### src/rtl/instr_mem_loader_pkg.sv
// Shared definitions for the instruction memory loader.
//   - FSM state encodings (3-bit, legacy-compatible localparams)
//   - stream framing constant (bytes per instruction word)
//   - helper: which states accept a stream byte
package instr_mem_loader_pkg;

  localparam logic [2:0] ST_IDLE  = 3'd0;
  localparam logic [2:0] ST_HDR0  = 3'd1;
  localparam logic [2:0] ST_HDR1  = 3'd2;
  localparam logic [2:0] ST_DATA  = 3'd3;
  localparam logic [2:0] ST_WRITE = 3'd4;
  localparam logic [2:0] ST_DONE  = 3'd5;
  localparam logic [2:0] ST_ERR   = 3'd6;

  localparam int WORD_BYTES = 4;

  // Byte-accepting states; also the states in which the idle timer runs.
  function automatic logic st_accepts(input logic [2:0] s);
    return (s == ST_HDR0) || (s == ST_HDR1) || (s == ST_DATA);
  endfunction

endpackage

### src/rtl/instr_mem_loader_timeout.sv
// loader_timeout: idle-cycle watchdog for the stream loader.
//   clk_i, rst_n_i : clock, async active-low reset
//   clr_i          : restart the idle count (byte accepted / timer not armed)
//   en_i           : count this cycle
//   expired_o      : 1-cycle pulse on the TIMEOUT-th consecutive idle cycle
// TIMEOUT == 0 disables the watchdog entirely.
module loader_timeout #(
  parameter int unsigned TIMEOUT = 100000
) (
  input  logic clk_i,
  input  logic rst_n_i,
  input  logic clr_i,
  input  logic en_i,
  output logic expired_o
);

  if (TIMEOUT == 0) begin : g_off
    logic unused_in;
    assign unused_in = clk_i ^ rst_n_i ^ clr_i ^ en_i;
    assign expired_o = 1'b0;
  end else begin : g_on
    localparam int unsigned CW = (TIMEOUT < 2) ? 1 : $clog2(TIMEOUT);

    logic [CW-1:0] cnt_q, cnt_d;
    logic          hit;

    // cnt_q holds the number of idle cycles already seen, so the cycle
    // where it equals TIMEOUT-1 is the TIMEOUT-th idle cycle.
    assign hit       = (cnt_q == CW'(TIMEOUT - 1));
    assign expired_o = en_i & ~clr_i & hit;

    always_comb begin
      cnt_d = cnt_q;
      if (clr_i)     cnt_d = '0;
      else if (en_i) cnt_d = hit ? '0 : cnt_q + 1'b1;
    end

    always_ff @(posedge clk_i or negedge rst_n_i) begin
      if (!rst_n_i) cnt_q <= '0;
      else          cnt_q <= cnt_d;
    end
  end

endmodule

### src/rtl/instr_mem_loader.sv
// instr_mem_loader: fills the instruction memory from a byte stream.
// Stream: 16-bit LE word count N, then N little-endian 32-bit words.
//   clk_i, rst_n_i         : clock, async active-low reset
//   start_i                : begin a load (honoured in IDLE/DONE/ERR)
//   byte_data_i/valid_i    : stream byte in; byte_ready_o completes handshake
//   mem_we_o/addr_o/wdata_o: one write strobe per word, byte address idx*4
//   busy_o                 : load in progress (holds core in reset)
//   done_o / error_o       : sticky outcome of the last load
//   words_loaded_o         : words written by the current/last load
module instr_mem_loader
  import instr_mem_loader_pkg::*;
#(
  parameter int unsigned DEPTH   = 1024,
  parameter int unsigned TIMEOUT = 100000
) (
  input  logic        clk_i,
  input  logic        rst_n_i,
  input  logic        start_i,
  input  logic [7:0]  byte_data_i,
  input  logic        byte_valid_i,
  output logic        byte_ready_o,
  output logic        mem_we_o,
  output logic [31:0] mem_addr_o,
  output logic [31:0] mem_wdata_o,
  output logic        busy_o,
  output logic        done_o,
  output logic        error_o,
  output logic [15:0] words_loaded_o
);

  logic [2:0]  state_q, state_d;
  logic [1:0]  lane_q, lane_d;
  logic [23:0] asm_q, asm_d;      // low 3 bytes; byte 3 goes straight to wdata
  logic [15:0] n_q, n_d;
  logic [15:0] idx_q, idx_d;      // doubles as the words-loaded count
  logic [31:0] addr_q, addr_d;
  logic [31:0] wdata_q, wdata_d;

  logic        ready, hs, expired;
  logic [15:0] hdr_n, idx_inc;

  assign ready   = st_accepts(state_q);
  assign hs      = byte_valid_i & ready;
  assign hdr_n   = {byte_data_i, n_q[7:0]};
  assign idx_inc = idx_q + 16'd1;

  loader_timeout #(.TIMEOUT(TIMEOUT)) u_timeout (
    .clk_i     (clk_i),
    .rst_n_i   (rst_n_i),
    .clr_i     (hs | ~ready),
    .en_i      (ready),
    .expired_o (expired)
  );

  always_comb begin
    state_d = state_q;
    lane_d  = lane_q;
    asm_d   = asm_q;
    n_d     = n_q;
    idx_d   = idx_q;
    addr_d  = addr_q;
    wdata_d = wdata_q;
    case (state_q)
      ST_IDLE, ST_DONE, ST_ERR: begin
        if (start_i) begin
          state_d = ST_HDR0;
          idx_d   = '0;
          lane_d  = '0;
        end
      end
      ST_HDR0: begin
        if (hs) begin
          n_d[7:0] = byte_data_i;
          state_d  = ST_HDR1;
        end else if (expired) begin
          state_d = ST_ERR;
        end
      end
      ST_HDR1: begin
        if (hs) begin
          n_d    = hdr_n;
          lane_d = '0;
          if (hdr_n == 16'd0)                     state_d = ST_DONE;
          else if ({1'b0, hdr_n} > 17'(DEPTH))    state_d = ST_ERR;
          else                                    state_d = ST_DATA;
        end else if (expired) begin
          state_d = ST_ERR;
        end
      end
      ST_DATA: begin
        if (hs) begin
          lane_d = lane_q + 2'd1;
          case (lane_q)
            2'd0: asm_d[7:0]   = byte_data_i;
            2'd1: asm_d[15:8]  = byte_data_i;
            2'd2: asm_d[23:16] = byte_data_i;
            default: begin
              // Latch the full word and its address now so they are stable
              // throughout the WRITE cycle and hold afterwards.
              wdata_d = {byte_data_i, asm_q};
              addr_d  = {14'd0, idx_q, 2'b00};
              state_d = ST_WRITE;
            end
          endcase
        end else if (expired) begin
          state_d = ST_ERR;
        end
      end
      ST_WRITE: begin
        idx_d   = idx_inc;
        state_d = (idx_inc == n_q) ? ST_DONE : ST_DATA;
      end
      default: state_d = ST_IDLE;
    endcase
  end

  always_ff @(posedge clk_i or negedge rst_n_i) begin
    if (!rst_n_i) begin
      state_q <= ST_IDLE;
      lane_q  <= '0;
      asm_q   <= '0;
      n_q     <= '0;
      idx_q   <= '0;
      addr_q  <= '0;
      wdata_q <= '0;
    end else begin
      state_q <= state_d;
      lane_q  <= lane_d;
      asm_q   <= asm_d;
      n_q     <= n_d;
      idx_q   <= idx_d;
      addr_q  <= addr_d;
      wdata_q <= wdata_d;
    end
  end

  assign byte_ready_o   = ready;
  assign mem_we_o       = (state_q == ST_WRITE);
  assign mem_addr_o     = addr_q;
  assign mem_wdata_o    = wdata_q;
  assign busy_o         = ready | (state_q == ST_WRITE);
  assign done_o         = (state_q == ST_DONE);
  assign error_o        = (state_q == ST_ERR);
  assign words_loaded_o = idx_q;

endmodule

### config.mk
export PLATFORM = sky130hd
export DESIGN_NAME = instr_mem_loader
export DESIGN_NICKNAME = d
export VERILOG_FILES = /design/src/rtl/instr_mem_loader_pkg.sv /design/src/rtl/instr_mem_loader_timeout.sv /design/src/rtl/instr_mem_loader.sv
export SDC_FILE = /design/constraint.sdc
export NUM_CORES = 1
export LEC_CHECK = 0
export ABC_AREA = 1
export CORE_AREA = 2 2 115 106
export CTS_CLUSTER_DIAMETER = 50
export CTS_CLUSTER_SIZE = 24
export DETAILED_ROUTE_END_ITERATION = 7
export DIE_AREA = 0 0 117 108
export PLACE_DENSITY_LB_ADDON = 0.1
export SLEW_MARGIN = 20
export SYNTH_ARGS = -nofsm -noshare
export SYNTH_HDL_FRONTEND = slang
export SYNTH_SLANG_ARGS = --single-unit
### constraint.sdc
create_clock -name clk_i -period 2.2 [get_ports clk_i]
set_clock_uncertainty 0.2 [all_clocks]
set_input_delay 0.33 -clock clk_i [delete_from_list [all_inputs] [get_ports clk_i]]
set_output_delay 0.33 -clock clk_i [all_outputs]
set_load 0.02 [all_outputs]
# Word level (Yosys, flattened, before mapping)
# Cells that the tools add are included.
# Widths: inputs -> output; s select.
# totals
ff_bits	126
latch_bits	0
ramBits	0
rom_bits	0
input_bits	12
out_inout_bits	85
elab_cells	78
mem_count	0
# op_classes
n_addsub	3
mul	0
div	0
n_lt_le_gt_ge	1
eq_ne	14
n_shift	0
n_mux	21
n_bitwise	9
n_reduce_logical	19
# op_table
op	count
$mux 17	3
$pmux 16 s2	1
$mux 3	9
$add 17x1->17 const B	1
$eq 17x17->1 const B	1
$add 16x1->16 const B	1
$eq 16x16->1	1
$gt 16x11->1 const B	1
$logic_not 16->1	1
$mux 16	1
$pmux 8 s2	1
$pmux 3 s5	1
$reduce_and 3->1	5
$eq 3x3->1 const B	3
$mux 8	1
$eq 3x2->1 const B	2
$mux 2	3
$ne 2x2->1 const B	3
$pmux 2 s3	1
$reduce_and 2->1	3
$reduce_or 3->1	2
$not 1->1	4
$reduce_and 4->1	1
$reduce_bool 2->1	2
other kinds (11)	15

# Longest topological paths before layout
# depth
word_depth	11
mapped_depth	15
ltp_nobuf	15

# Hierarchy
# A second synthesis with hierarchy kept.
# unflattened
hier_cells	753
hier_area_um2	6287.3
# modules_own_cells
module	n_inst	cells_per_inst	area_each_um2	seq_area_each_um2
instr_mem_loader	1	584	5146.2	2727.6
loader_timeout	1	169	1141.1	425.4

# Worst setup path before layout
# No wires, ideal clock.
# synth_timing
kind	reg2reg
start	register idx_q[1], in the netlist words_loaded_o[1]
end	register state_q[1]
setup_time_ns	0.127
t_arrival_ns	1.694
required_time_ns	1.873
path_slack_ns	0.179
stages_incl_launch_ff	15
path_buffers	0
synth_period_minus_slack_ns	2.021
cell_sequence	dfrtp_1 ha_1 nand2_2 nor2_4 nand2_1 nand2_1 nand2_1 nand2_1 nand2_1 nor2_1 nand2_1 nor2_1 nand3_1 nand2_1 nand3_1
# synth_via
elab_chain_len	4
# synth_lines
element	line_no	source
start: declaration	instr_mem_loader.sv:35	logic [15:0] idx_q, idx_d;
start signal: assignment	instr_mem_loader.sv:131	idx_q <= idx_d;
$add 16x1->16	instr_mem_loader.sv:45	assign idx_inc = idx_q + 16'd1;
$eq 16x16->1	instr_mem_loader.sv:111	state_d = (idx_inc == n_q) ? ST_DONE : ST_DATA;
$mux 3	instr_mem_loader.sv:111	
$pmux 3 s5	instr_mem_loader.sv:63	case (state_q)
end signal: assignment	instr_mem_loader.sv:127	state_q <= state_d;
end: declaration	instr_mem_loader.sv:31	logic [2:0] state_q, state_d;
# Every way passes these cells.
# A chain may end at the register's enable or synchronous reset.

# Worst setup path in the final report
# layout_timing
start	register state_q[1]
end	output busy_o
# layout_via
elab_chain_len	4
elab_cells_between_ends	7
classes_between	eq/ne (4); bitwise (1); reduce/logical (2)
# layout_lines
element	line_no	source
$eq 3x1->1 or $eq 3x2->1 (tied branches)	instr_mem_loader_pkg.sv:19	return (s == ST_HDR0) || (s == ST_HDR1) || (s == ST_DATA);
$logic_or 1x1->1 (2 in series)	instr_mem_loader_pkg.sv:19	
$or 1x1->1 (*)	instr_mem_loader.sv:141	assign busy_o = ready | (state_q == ST_WRITE);
end: declaration	instr_mem_loader.sv:25	output logic busy_o,
# Mark *: on every way between the ends. The rest lies on a longest branch, timed or not.

==> results.yml <==
route:
  vias: 4887
  drt_wl_total_um: 14400
  routedWlPerCell_um: 15.1
  drc_errors: 0
  firstDrtPassIters: 4
  drt_iter0_markers: 267
  ant_nets: 0
  via_per_inst: 5.11
finish:
  antenna_cells: 0
  register_area_mm2: 0.00316
  layout_commonest_cell: "nand2_1"
  layout_common_cells: "170 x nand2_1, 123 x dfrtp_1, 74 x clkdlybuf4s50_1"
  drive_gt1_frac: 0.146
  final_nets: 805
  multi_input_area_mm2: 0.00252
  area_growth_pct: 28.1
  n_fill_cell: 933
clock_network:
  cts_buffers: 17
  clkTransAtPathRegs_ns: 0.06
  cts_tree: "yes"
  cts.sinks: 126
  clockBufferDepth: 2
  cts_root_buf: "clkbuf_16"
  clock_latency_ns: 0.42
  h-tree-depth: 4
logic_synthesis:
  synth_top_family_by_area: "simple AND/OR/NAND/NOR gates"
  muxShareOfSynthArea: 0.0449
  synth.distinct_cells: 41
  synth_compound_area_frac: 0.0923
  ys_seq_elements: 126
  yosys.area_share.simple: 0.235
  yosys_warnings: 0
  netlist_instances: 682
  yosys_most_used_dff: "dfrtp_1"
  synth_async_sr_flop_share: 1.00
  ys_seq_area_frac: 0.524
  synth.area.top_cells: "dfrtp_1 52%, nand2_1 11%, o21ai_0 5.8%, inv_1 4.3%, mux2_2 3.2%"
  syn_area_per_cell_um2: 8.83
  synth_top_cell_area_share: 0.524
  yosysTopAreaCell: "dfrtp_1"
  synth_area_mm2: 0.00602
  synthXorXnorAreaFrac: 0.0127
  synth-edff-count: 0
  synth_fa_ha_area_frac: 0.0125
sta:
  layout_min_cycle_time_ns: 2.14
  hold_viol: 0
  final_max_slew_viol_count: 0
  rsz0062_at_grt: "true"
  holdWs_ns: 0.184
  finalSetupViolCount: 0
  fmax_ghz: 0.468
  setup_slack_ns: 0.0620
  finalCritPeriodShare: 0.972
power_and_ir_drop:
  p_leak_uw: 0.00357
  power_density_mw_per_mm2: 1010
  irDropWorstVdd_mv: 0.843
worst_setup_path:
  arrival_ns: 1.61
  path_cells: "nor2_1 > inv_1 > nor2_2 > inv_1 > nand2_1 > clkdlybuf4s15_2"
  crit_path_max_incr_delay_ns: 0.43
  crit_required_ns: 1.67
  cp_max_fo: 4
  crit_slowest_cell: "dfrtp_1"
  crit_type: "reg -> out"
  cpMostUsedCell: "inv_1"
  crit_family: "flip-flops"
  start_kind: "flop"
  cp-end-kind: "output pin"
  crit_buf_inv: 3
floorplanning:
  std_cell_rows: 37
  dieArea_mm2: 0.0126
  start_util: 0.531
  pin_count: 97
  core_area_mm2: 0.0113
  die_h_um: 108
  dieWidth_um: 117
status:
  status: "completed"
grt:
  gr-total-overflow: 0
  grt_start_max_net_pins: 49
  grt_pass1_vias: 4974
  grt_first_pass_wirelength_um: 24100
  antenna_found_initial: 0
  track_usage: 0.251
placement:
  hpwl_um: 10400
  pre_cts_slack_ns: 0.0194
  io_buffer_count: 80
  place.gp.congestion: 0.832
hold_path:
  holdCritPathClass: "in -> async"
flow_run:
  drv_cap: 0
routing by layer:
| layer | global-route usage | vias up | share of wire |
|---|---|---|---|
| met4 | 0.115 | 0 | 0.023 |
| met5 | 0 | - | 0 |
| met2 | 0.402 | 115 | 0.48 |
| met1 | 0.319 | 2334 | 0.44 |
| li1 | - | 2416 | - |
| met3 | 0.0689 | 22 | 0.048 |
layout make-up:
cell class,instances,area share
clock buffer,19,0.0561
multi-input combinational,467,0.327
clock inverter,13,0.0185
timing repair buffer,103,0.129
tap,156,0.0253
sequential,126,0.409
inverter,72,0.0350
stage by stage:
step,setup TNS [ns],utilization,cells,instance area [um2],power [uW]
final,0,0.680,956,7710,7780
after global routing,-0.0523,0.680,956,7710,8260
after CTS,0,0.673,955,7630,7800
after detailed placement,0,0.622,922,7050,5080
after global placement,0,0.622,922,7050,5000
after floorplan,0,-,697,6080,4320
flip-flops by register name (all words and copies together), names as in the netlist:
signal and flops:
mem_wdata_o 32, asm_q 24, u_timeout.g_on.cnt_q 17, lane_q 2, state_q 3, mem_addr_o 16, words_loaded_o 16, n_q 16
synthesized netlist by cell type, types with 3 or more instances:
cell type	instances
inv_2	3
o21ai_0	70
nor2_4	6
nor2_2	7
nand3_2	5
mux2_1	7
clkbuf_1	10
a21oi_1	8
xor2_1	4
ha_1	6
nor3_1	9
nor2_1	48
nand4_1	14
nand2_2	5
mux2_2	17
buf_4	16
dfrtp_1	126
nand2_1	174
nand3_1	34
o21ai_1	4
inv_1	69
buf_2	4
o22ai_1	13
power by group:
part | switching, uW | internal (uW) | leakage, uW
clock | 1050 | 1670 | 0.000266
sequential | 347 | 2780 | 0.00169
combinational | 1180 | 753 | 0.00162
total | 2580 | 5200 | 0.00357
repair_timing:
| item | in CTS | in global routing |
|---|---|---|
| endpoints found under the setup margin | 5 | 5 |
| hold buffers | 1 | 0 |
| hold endpoints to repair | 36 | 0 |
| pin swaps | 0 | 4 |
| setup buffers | 0 | 1 |
| resized for setup | 7 | 19 |
| cloned | 0 | 0 |
logic make-up after synthesis:
logic type               count (synthesis)
AND/OR/NAND/NOR                        311
adder cells (fa/ha/maj)                  6
other                                    1
multiplexers                            24
XOR/XNOR                                 7
flip-flops                             126
buffers and inverters                  104
AO/OA/AOI/OAI                          103
path summary, 6_finish.rpt:
check	end	startpoint	slack, ns	cells after the start
min reg2reg	u_timeout.g_on.cnt_q[0]	u_timeout.g_on.cnt_q[0]	0.27	1
max reg2reg	mem_wdata_o[28]	state_q[1]	0.16	8
max in group asynchronous	asm_q[6]	rst_n_i	1.03	3
max	busy_o	state_q[1]	0.06	6
min	mem_addr_o[16]	rst_n_i	0.18	2
min in group clk_i	u_timeout.g_on.cnt_q[0]	u_timeout.g_on.cnt_q[0]	0.27	1
worst register-to-register path: stages (launching register included):
cell and delay [ns]:
dfrtp_1 0.43, inv_1 0.10, nor3_1 0.13, inv_1 0.12
nor2_4 0.20, nand2_4 0.26, buf_4 0.30, nand2_1 0.07
o21ai_0 0.09
Power figures use the tool's default switching activity.
==> RTL edit 1 (same flow settings) <==
`TIMEOUT` is set to 100000 in 2 places; all go to 50000.
--- a/src/rtl/instr_mem_loader_timeout.sv
+++ b/src/rtl/instr_mem_loader_timeout.sv
@@ -5,7 +5,7 @@
 //   expired_o      : 1-cycle pulse on the TIMEOUT-th consecutive idle cycle
 // TIMEOUT == 0 disables the watchdog entirely.
 module loader_timeout #(
-  parameter int unsigned TIMEOUT = 100000
+  parameter int unsigned TIMEOUT = 50000
 ) (
   input  logic clk_i,
   input  logic rst_n_i,
--- a/src/rtl/instr_mem_loader.sv
+++ b/src/rtl/instr_mem_loader.sv
@@ -11,7 +11,7 @@
   import instr_mem_loader_pkg::*;
 #(
   parameter int unsigned DEPTH   = 1024,
-  parameter int unsigned TIMEOUT = 100000
+  parameter int unsigned TIMEOUT = 50000
 ) (
   input  logic        clk_i,
   input  logic        rst_n_i,
Check against the original RTL: same outputs for any inputs over 4 cycles, from zero or initial values and one cycle with rst_n_i low; that may be too few to reach the edited logic, so the function may still have changed.
==> RTL edit 1 against the original RTL <==
Total power rose by 2.2%; sequential share of layout area shrank 0.68 points; combinational power grew 9.8%; sequential cell count decreased by 1; via count rose by 3.3%; final cell count rose by 1.5%; worst setup slack better by 0.0068 ns; routed wire length rose by 2.7%; area after synthesis hardly changed; cell area rose by 0.84%; register-to-register slack got worse by 0.05 ns.
==> RTL edit 1: results <==
[detailed_routing]
drtIter0Drc = 367
dr.pass1.iters = 5
avgViaCountPerCell = 5.20

[cells_and_area]
drive_gt1_share_pct = 15.7
syn_to_final_growth_pct = 29.1
fin_nets = 819
multi_input_area_share_pct = 32.9
fill_cells = 924
seq_share_pct = 40.3
seq_cells = 125
multi_input_gates = 473
seq_area_mm2 = 0.00313
clock_cell_area_share_pct = 7.30
nonClockBufferCount = 111
buffer_area_share_pct = 13.6

[global_route]
grt_use_met2_pct = 39.5
met3_usage_pct = 7.06
met1_usage_pct = 33.6
grt_pass1_wl_um = 23700
track_usage_pct = 25.1
grt_pass1_vias = 4812

[synthesis]
synth_compound_area_share_pct = 8.66
synth-xor-area-share_pct = 1.25
synthTopCellsByCount = "nand2_1, dfrtp_1, o21ai_0, inv_1, nand3_1"
ys_types = 39
yosysSeqAreaShare_pct = 51.9
muxShareOfSynthArea_pct = 4.49

[critical_path]
r2r_setup_slack_ns = 0.11
r2r_cells = 11
crit-reg2reg-launch = "u_timeout.g_on.cnt_q[0]"
rr_endpoint = "u_timeout.g_on.cnt_q[14]"

[power]
ir_drop_mv = 0.821

[placement]
dp_hpwl_um = 10400
place.gp.congestion = 0.855
dp_slack_ns = -0.0208

[clocking]
root_buffer = "clkbuf_16"

[run_status]
status = "completed"

[sta]
whs_ns = 0.168
[RTL edit 1: changes by cell type after synthesis, moves of 4 or more]
cell,change
mux2_1,-7
mux2_2,+7
nand3_1,+11
nand3_2,-4
nor2_1,-7
nor4_1,+5
o21ai_0,+11
o21ai_1,-4
o22ai_1,-8
[RTL edit 1: repair_timing]
item / CTS / global route
setup endpoints to repair: 5 / 7
hold buffers: 1 / 0
endpoints found under the hold margin: 85 / 0
resized for setup: 14 / 18
cloned: 0 / 1
pin swaps: 0 / 2
[RTL edit 1: routing by layer]
metal  part of all wire, %  vias up
met3                   5.2       22
met2                    49      136
met4                   1.4        0
met1                    44     2431
met5                     0        -
li1                      -     2457
[RTL edit 1: worst max-delay path: stages, from the launching register on]
cell and delay [ns]:
dfrtp_1 0.43, inv_1 0.15, nand2_1 0.13, nor2_1 0.14, clkdlybuf4s15_1 0.32
[RTL edit 1: worst max path at each step]
stage	to	slack (ns)
5_1_grt	u_timeout.g_on.cnt_q[14]	-0.12
4_1_cts	error_o	-0.004
3_5_place_dp	mem_we_o	-0.02
3_3_place_gp	mem_we_o	-0.01
6_report	done_o	0.07
2_1_floorplan	state_q[1]	0.14
[RTL edit 1: power by group]
| group | internal, W | total (W) | leakage, nW | switching, W |
|---|---|---|---|---|
| registers | 0.00278 | 0.00311 | 1.67 | 0.000332 |
| clock network | 0.00150 | 0.00271 | 0.280 | 0.00120 |
| logic | 0.000867 | 0.00213 | 1.74 | 0.00126 |
[RTL edit 1: metrics by stage]
stage | cells | util, %
2_1_floorplan | 702 | -
3_3_place_gp | 936 | 62.9
3_5_place_dp | 936 | 62.9
4_1_cts | 969 | 68.2
5_1_grt | 970 | 68.6
6_report | 970 | 68.6
==> RTL edit 2 (same settings) <==
Made on the original files. `n_q`, `addr_q` and `wdata_q` no longer have a reset.
--- a/src/rtl/instr_mem_loader.sv
+++ b/src/rtl/instr_mem_loader.sv
@@ -119,19 +119,19 @@
       state_q <= ST_IDLE;
       lane_q  <= '0;
       asm_q   <= '0;
-      n_q     <= '0;
       idx_q   <= '0;
-      addr_q  <= '0;
-      wdata_q <= '0;
     end else begin
       state_q <= state_d;
       lane_q  <= lane_d;
       asm_q   <= asm_d;
-      n_q     <= n_d;
       idx_q   <= idx_d;
-      addr_q  <= addr_d;
-      wdata_q <= wdata_d;
     end
+  end
+
+  always_ff @(posedge clk_i) begin
+    n_q     <= n_d;
+    addr_q  <= addr_d;
+    wdata_q <= wdata_d;
   end
 
   assign byte_ready_o   = ready;
Formal check against the unedited RTL: not equivalent (Yosys sat finds a counterexample within 10 cycles, from zero or initial values and one cycle with rst_n_i low; the reset may be asserted at any time).
==> RTL edit 2 against the original RTL <==
Global-route usage down 2.7 points; final cell count shrank 9.0%; total power fell by 5.5%; worst setup slack worse by 0.054 ns; routed wire length fell by 10%; cell area down 1.6%; die area is the same; largest power group unchanged; sequential cell count is the same; area after synthesis is 7.2% lower; combinational power decreased by 21%.
==> RTL edit 2: results <==
[detailed_routing]
finalWirelength_um = 13000
drtIter0Drc = 241
dr.pass1.iters = 5
met3_length_um = 642
avgViaCountPerCell = 4.94
m1WireLength_um = 5530

[critical_path]
r2r_cells = 11
cp_slowest_stage_delay_ns = 0.60
crit-reg2reg-launch = "u_timeout.g_on.cnt_q[0]"
rr_endpoint = "u_timeout.g_on.cnt_q[14]"
r2r_setup_slack_ns = 0.09
crit_family = "buffers and inverters"
cp_slowest_cell = "clkdlybuf4s50_1"
arrival_ns = 1.66
critPathCapture = "words_loaded_o[0]"
critPathLaunch = "words_loaded_o[0]"

[global_route]
grt_pass1_wl_um = 21000
grt_max_degree = 46
track_usage_pct = 22.4
grt_pass1_vias = 4288

[placement]
dp_hpwl_um = 9350
place.gp.congestion = 0.862
numPlacedInstances = 830
dp_slack_ns = 0.0420
place_area_mm2 = 0.00680

[synthesis]
synth_fa_ha_area_share_pct = 1.34
ys_types = 32
synth_compound_area_share_pct = 6.40
muxShareOfSynthArea_pct = 0
synthArstFlopShare_pct = 49.2
synth_edf_count = 64
synth_area_leaders = "edfxtp_1, dfrtp_1, nand2_1"
synth-xor-area-share_pct = 1.10
yosysSeqAreaShare_pct = 62.2
synthCells = 566

[power]
power_leakage_nw = 3.18
ir_drop_mv = 0.788

[sta]
period_share_pct = 99.6

[cells_and_area]
fin_nets = 719
drive_gt1_share_pct = 17.8
fill_cells = 925
finalNonFillerCells = 870
multi_input_area_mm2 = 0.00190

[run_status]
status = "completed"
RTL edit 2: timing repair:
item | in CTS | in global routing
hold buffers | 1 | 0
pin swaps | 0 | 10
setup buffers | 0 | 7
endpoints found under the hold margin | 17 | 0
setup endpoints to repair | 5 | 9
gates resized for setup | 10 | 38
RTL edit 2: power by group:
| group | switching (W) | internal, W | leakage [nW] |
|---|---|---|---|
| Combinational | 0.000918 | 0.000608 | 1.47 |
| Clock | 0.000984 | 0.00183 | 0.290 |
| Sequential | 0.000183 | 0.00283 | 1.42 |
| Total | 0.00208 | 0.00527 | 3.18 |
RTL edit 2: final cells by class:
class	instances	share of cell area, %
clock inverters	12	1.88
clock buffers	20	6.03
multi-input cells	362	25.0
inverters	72	3.59
repair buffers	122	15.1
flip-flops and latches	126	45.9
well taps	156	2.57
RTL edit 2: metal layers:
layer / GRT usage, % / vias up
li1: - / 2126
met1: 28.0 / 2043
met2: 36.6 / 115
met3: 7.40 / 13
met4: 7.98 / 0
met5: 0 / -
